[config.mk]
export PLATFORM = sky130hd
export DESIGN_NAME = otter_fetch_queue_flat
export DESIGN_NICKNAME = d
export VERILOG_FILES = /design/src/rtl/otter_fetch_queue_pkg.sv /design/src/rtl/otter_fetch_queue_if.sv /design/src/rtl/otter_fifo.sv /design/src/rtl/otter_fetch_queue.sv /design/src/flat_wrapper.sv
export SDC_FILE = /design/constraint.sdc
export NUM_CORES = 1
export LEC_CHECK = 0
export BUFFER_PORTS_ARGS = -buffer_cell sky130_fd_sc_hd__buf_4
export CAP_MARGIN = 20
export CORE_ASPECT_RATIO = 1.1
export CORE_MARGIN = 4
export CORE_UTILIZATION = 40
export DETAILED_ROUTE_END_ITERATION = 16
export SETUP_SLACK_MARGIN = 0.3
export SLEW_MARGIN = 30
export SYNTH_ARGS = -nofsm -noshare
export SYNTH_HDL_FRONTEND = slang
export SYNTH_HIERARCHICAL = 1
export SYNTH_SLANG_ARGS = --single-unit
[constraint.sdc]
create_clock -name clk -period 8.45 [get_ports clk]
set_input_delay 0.4225 -clock clk [delete_from_list [all_inputs] [get_ports clk]]
set_output_delay 0.4225 -clock clk [all_outputs]
set_load 0.005 [all_outputs]
[src/rtl/otter_fetch_queue_pkg.sv]
// otter_fetch_pkg: shared widths, queue entry type and default reset vector for the fetch stage
package otter_fetch_pkg;
  localparam int XLEN = 32;
  localparam logic [XLEN-1:0] DEF_RESET_VEC = '0;
  typedef struct packed {
    logic [XLEN-1:0] pc;
    logic [XLEN-1:0] ir;
  } fetch_entry_t;
endpackage

[src/rtl/otter_fetch_queue_if.sv]
// otter_fetch_if: memory port 1, decode handshake and redirect request of the fetch stage
interface otter_fetch_if;
  logic [31:0] mem_addr1;
  logic        mem_read1;
  logic [31:0] mem_dout1;
  logic        if_valid;
  logic        if_ready;
  logic [31:0] if_ir;
  logic [31:0] if_pc;
  logic        redirect;
  logic [31:0] redirect_pc;
  modport master (output mem_addr1, mem_read1, if_valid, if_ir, if_pc,
                  input mem_dout1, if_ready, redirect, redirect_pc);
  modport slave (input mem_addr1, mem_read1, if_valid, if_ir, if_pc,
                 output mem_dout1, if_ready, redirect, redirect_pc);
endinterface

[src/rtl/otter_fifo.sv]
// otter_fifo: generic synchronous FIFO with flush; push and pop may coincide at any fill level
module otter_fifo #(
  parameter int  DEPTH = 4,
  parameter type T     = logic [31:0]
) (
  input  logic                       clk,
  input  logic                       rst_n,
  input  logic                       push,
  input  logic                       pop,
  input  logic                       flush,
  input  T                           din,
  output T                           dout,
  output logic [$clog2(DEPTH+1)-1:0] count,
  output logic                       full,
  output logic                       empty
);
  localparam int AW = $clog2(DEPTH);
  localparam int CW = $clog2(DEPTH+1);
  T mem [DEPTH];
  logic [AW-1:0] rd, wr;
  assign dout  = mem[rd];
  assign full  = count == CW'(DEPTH);
  assign empty = count == '0;
  always_ff @(posedge clk or negedge rst_n)
    if (!rst_n) begin
      rd    <= '0;
      wr    <= '0;
      count <= '0;
    end else if (flush) begin
      rd    <= '0;
      wr    <= '0;
      count <= '0;
    end else begin
      if (push) wr <= wr + 1'b1;
      if (pop) rd <= rd + 1'b1;
      count <= count + CW'(push) - CW'(pop);
    end
  always_ff @(posedge clk)
    if (push && !flush) mem[wr] <= din;
endmodule

[src/rtl/otter_fetch_queue.sv]
// otter_fetch_queue: sequential instruction fetch into a DEPTH-entry queue with redirect flush.
// Define OTTER_FETCH_BYPASS_EN to forward a response straight to decode while the queue is empty.
module otter_fetch_queue
  import otter_fetch_pkg::*;
#(
  parameter int          DEPTH     = 4,
  parameter logic [31:0] RESET_VEC = DEF_RESET_VEC
) (
  input logic          clk,
  input logic          rst_n,
  otter_fetch_if.master bus
);
  logic [31:0] fetch_pc, inflight_pc;
  logic inflight, full, empty, push, pop, bypass;
  logic [$clog2(DEPTH+1)-1:0] count;
  fetch_entry_t head, resp;
  always_comb begin
    bus.mem_read1 = rst_n && (bus.redirect || (!full && int'(count) + int'(inflight) < DEPTH));
    bus.mem_addr1 = (rst_n && bus.redirect) ? {bus.redirect_pc[31:2], 2'b00} : fetch_pc;
`ifdef OTTER_FETCH_BYPASS_EN
    bypass = empty && inflight && !bus.redirect;
`else
    bypass = 1'b0;
`endif
    resp = '{pc: inflight_pc, ir: bus.mem_dout1};
    bus.if_valid = !bus.redirect && (!empty || bypass);
    {bus.if_pc, bus.if_ir} = !bus.if_valid ? 64'd0 : bypass ? {resp.pc, resp.ir} : {head.pc, head.ir};
    // a redirect discards whatever response lands in its own cycle
    push = inflight && !bus.redirect && !(bypass && bus.if_ready);
    pop  = bus.if_valid && bus.if_ready && !empty;
  end
  always_ff @(posedge clk or negedge rst_n)
    if (!rst_n) begin
      fetch_pc    <= RESET_VEC;
      inflight_pc <= RESET_VEC;
      inflight    <= 1'b0;
    end else begin
      inflight <= bus.mem_read1;
      if (bus.mem_read1) begin
        fetch_pc    <= bus.mem_addr1 + 32'd4;
        inflight_pc <= bus.mem_addr1;
      end
    end
  otter_fifo #(.DEPTH(DEPTH), .T(fetch_entry_t)) u_fifo (
    .clk(clk), .rst_n(rst_n), .push(push), .pop(pop), .flush(bus.redirect),
    .din(resp), .dout(head), .count(count), .full(full), .empty(empty)
  );
endmodule

[src/flat_wrapper.sv]
// flat-port wrapper written by rule: the top's interface ports become plain ports
module otter_fetch_queue_flat import otter_fetch_pkg::*;
#(
  parameter int          DEPTH     = 4,
  parameter logic [31:0] RESET_VEC = DEF_RESET_VEC
)
  (clk, rst_n, bus_mem_addr1, bus_mem_read1, bus_if_valid, bus_if_ir, bus_if_pc, bus_mem_dout1, bus_if_ready, bus_redirect, bus_redirect_pc);
  otter_fetch_if bus_i ();
  input logic clk;
  input logic rst_n;
  output wire logic [$bits(bus_i.mem_addr1)-1:0] bus_mem_addr1;
  output wire logic [$bits(bus_i.mem_read1)-1:0] bus_mem_read1;
  output wire logic [$bits(bus_i.if_valid)-1:0] bus_if_valid;
  output wire logic [$bits(bus_i.if_ir)-1:0] bus_if_ir;
  output wire logic [$bits(bus_i.if_pc)-1:0] bus_if_pc;
  input wire logic [$bits(bus_i.mem_dout1)-1:0] bus_mem_dout1;
  input wire logic [$bits(bus_i.if_ready)-1:0] bus_if_ready;
  input wire logic [$bits(bus_i.redirect)-1:0] bus_redirect;
  input wire logic [$bits(bus_i.redirect_pc)-1:0] bus_redirect_pc;
  assign bus_mem_addr1 = bus_i.mem_addr1;
  assign bus_mem_read1 = bus_i.mem_read1;
  assign bus_if_valid = bus_i.if_valid;
  assign bus_if_ir = bus_i.if_ir;
  assign bus_if_pc = bus_i.if_pc;
  assign bus_i.mem_dout1 = bus_mem_dout1;
  assign bus_i.if_ready = bus_if_ready;
  assign bus_i.redirect = bus_redirect;
  assign bus_i.redirect_pc = bus_redirect_pc;
  otter_fetch_queue #(.DEPTH(DEPTH), .RESET_VEC(RESET_VEC)) u_core (.clk(clk), .rst_n(rst_n), .bus(bus_i));
endmodule
==> results.md <==
* Status: completed
* GRT Total Usage at 15.66%
* Setup TNS at 0 ns
* Power density cells at about 280 nW/um^2
* Non-filler cells, final at ~1500
* P_int at roughly 3400 uW
* Largest family of logic cells by synthesized area: multiplexers
* Chip height at between 200 and 250 microns
* Drt pass-1 iters at 4
* Post-CTS Setup Inserts at 0
* Clk Tree Root Cell: clkbuf_16
* Fill count at between 2000 and 3000
* Fmax at 243.6 MHz
* Most common cell after layout, fill and taps aside: edfxtp_1
* Worst EP arrival at 4.49 ns
* Post-synthesis xor/xnor area fraction at roughly 1.4%
* Global-route wire length before repair at 46.04 mm
* Max-cap violations at 0
* Final antenna-violating net count at 0
* CTS Buf Count at 36
* Insertion delay to the later sink of the worst-skew pair at 0.50 ns
* Final setup violation count at 0
* Via density at between 5 and 6
* Die area at about 37000 sq um
* # nets final at roughly 1100
* DRC Markers at 0
* Post-synthesis mux area share at 12.77%
* Synth-to-layout area growth at 21.12%
* Compound-cell area share of the yosys netlist at ~3.1%
* Peak supply drop at 0.1335 mV
* Asr flop ratio synth at between 20% and 30%
* Clock share of power at between 30% and 40%
* Worst Hold Launch: bus_mem_dout1[8]
* Sw Pwr at around 1200 uW
* Hold-fix buffers at CTS at 1
* Clock period minus worst slack at ~4.1 ns
* PostCTS Resize Cnt at 0
* Clock transition at the registers of the reported paths at approximately 0.070 ns
* Final WL at just under 30 mm
* CTS Buffer Depth at 3
* Highest net fanout along the worst path at 49
* Row count at 70
* Fin crit share at slightly below 50%
* Startpoint types: primary input
* Initial drt markers at 468
* CP endpoint kind: register
* Initial antenna violation count at 0
* Simple-Gate Fraction of Synth Area at a little over a tenth
* R2R cell count at 7
* Leakage at 0.006139 uW
* Ys Warns at 6
* Netlist cell types at 53
* Hold EP: u_core/u_fifo/mem[1][8]$_DFFE_PP_
* Worst hold-check path type: in2reg
* Overflow after GRT at 0
* Worst EP required at between 8 and 9 ns
* Diodes inserted at 0
* Vias in the first global route at between 7000 and 8000
* H-tree depth at 2
* Share of layout cells above drive strength 1 at between 30% and 40%
* # clock sinks at approximately 330
* Combinational Power Share at between 10% and 20%
* I/O pin total at about 170
* Fin. Hold Viols at 0
* Buffers added on ports at approximately 160
* Unrepaired setup endpoints after global routing: false
* Per-cell routed wire length at slightly below 20 microns
* Share of power burned in registers at between 40% and 50%
* R2r setup slk at around 5.6 ns
* Worst R2R End: u_core/fetch_pc[28]$_DFFE_PN0P_
* Main flop type after synthesis: edfxtp_1
* Core ar. at about 34000 sq um
* Mean post-synth cell area at 16.00 sq um
* Post-synthesis instance total at around 860
* Initial core utilization at a little over 40%
* Die X at roughly 180 microns
* Via count at 7651
* EDFF count, synth at 256
* Max Slew Vio Count at 0
* Hold path cells at 1
* Adder-Cell Fraction of Synth Area at less than 1%
* RePlAce Congestion at slightly above 0.8
* Most frequent cells in the layout: edfxtp_1, buf_4, nand2_1
* Register area share after synthesis at between 60% and 70%
* Largest net degree at the start of global routing at 103
* Dpl cells at 1419
* R2R Path Start: u_core/u_fifo/count[1]$_DFF_PN0_
* Flops & latches, synth at approximately 330
* HPWL after DPL at ~18 mm
* Post-Syn Area at 13730 sq um
* Skew final at 0.01519 ns
* Syn Nets at between 900 and 1000
* Slew @ Worst Pin at 0.7695 ns
* Worst slew margin at about 50%
* WS Path Type: in2reg
* Sw Share at between 20% and 30%
* TritonCTS clock tree: done
[metal layers]
| layer | share of wire [%] | track usage (%) | up-vias | routed length, microns |
|---|---|---|---|---|
| met4 | 1.7 | 3.382 | 0 | 498 |
| met3 | 5.7 | 3.294 | 32 | 1649 |
| met5 | 0 | 0 | - | 0 |
| met1 | 45 | 22.19 | 3846 | 13210 |
| met2 | 47 | 25.25 | 215 | 13800 |
| li1 | - | - | 3558 | - |
[kinds of logic (layout without fill, tap and decap cells)]
| kind of cell | after synthesis | after routing |
|---|---|---|
| AOI/OAI and AO/OA | 69 | 69 |
| xor gates and xnor gates | 21 | 21 |
| adders and majority gates | 8 | 8 |
| buffers and inverters | 66 | 259 |
| DFF | 326 | 326 |
| muxes | 93 | 93 |
| and+or+nand+nor | 275 | 275 |
[stage by stage]
step | worst slack, ns | hold WS, ns | util (%) | total power, uW | area [sq um]
CTS | 4.291 | 0.09674 | 49.56 | 4732 | 16630
global route | 4.035 | 0.09320 | 49.57 | 4923 | 16630
global placement | 4.309 | 0.4474 | 45.57 | 3065 | 15290
finish | 4.345 | 0.1208 | 49.57 | 4661 | 16630
detailed placement | 4.288 | 0.4463 | 45.85 | 3092 | 15380
floorplan | 5.262 | 0.1269 | - | 2675 | 13730
[power groups by stage]
stage,combinational [uW],clock (uW),sequential (uW)
after floorplan,576,0,2100
after global placement,901,0,2160
after detailed placement,923,0,2170
after CTS,925,1670,2140
after global routing,1010,1750,2170
final,902,1620,2140
[worst max-delay path by stage]
stage          cells past startpoint                                 to         start  slack [ns]
2_1_floorplan                      5  u_core/u_fifo/mem[0][0]$_DFFE_PP_  bus_redirect        5.26
3_3_place_gp                       8    u_core/fetch_pc[28]$_DFFE_PN0P_         rst_n        4.31
3_5_place_dp                       8    u_core/fetch_pc[28]$_DFFE_PN0P_         rst_n        4.29
4_1_cts                            9    u_core/fetch_pc[28]$_DFFE_PN0P_         rst_n        4.29
5_1_grt                            9    u_core/fetch_pc[28]$_DFFE_PN0P_         rst_n        4.03
6_report                           9    u_core/fetch_pc[28]$_DFFE_PN0P_         rst_n        4.35
[sequential cells by signal, summed over array words and instances (netlist names)]
signal	count
u_core/u_fifo/rd	2
u_core/u_fifo/count	3
u_core/inflight_pc	30
u_core/u_fifo/mem	256
u_core/inflight	1
u_core/fetch_pc	32
u_core/u_fifo/wr	2
[Yosys cell counts (all sizes together) (2+ instances only)]
library cell    n  area share (%)
edfxtp        256              56
nand2         104             2.8
and2           77             3.5
dfrtp          70              13
mux4           64              10
o21ai          45             1.8
buf            28             1.7
nand4          26             1.4
nor2           24            0.66
inv            21            0.57
xnor2          20             1.3
mux2i          18             1.3
clkbuf         17            0.46
nand3          12            0.44
mux2           11            0.96
nor3           10            0.36
nor4            8            0.47
ha              7            0.64
a21o            5            0.27
a21oi           5            0.18
nor2b           4            0.18
nand3b          3            0.16
o21a            3            0.16
a221o           2            0.15
a31oi           2           0.091
and4            2            0.13
o211ai          2            0.11
[layout make-up]
type                    instances  area, sq um  area share, %
clock buffers                  42        954.7          5.741
clock inverters                21        280.3          1.685
inverters                      21        78.83         0.4740
multi-input cells             466         3944          23.72
flip-flops and latches        326         9447          56.81
well taps                     432        540.5          3.250
repair buffers                175         1385          8.329
[worst max-delay path, cell delays in order]
cell and delay [ns]:
dlygate4sd3_1 0.52, buf_4 0.47, buf_4 0.62, and2_4 0.69, mux2_4 0.32, ha_1 0.30, nand4_4 0.21, or4_1 0.58
a221o_1 0.31
(Power assumes the default switching activity.)
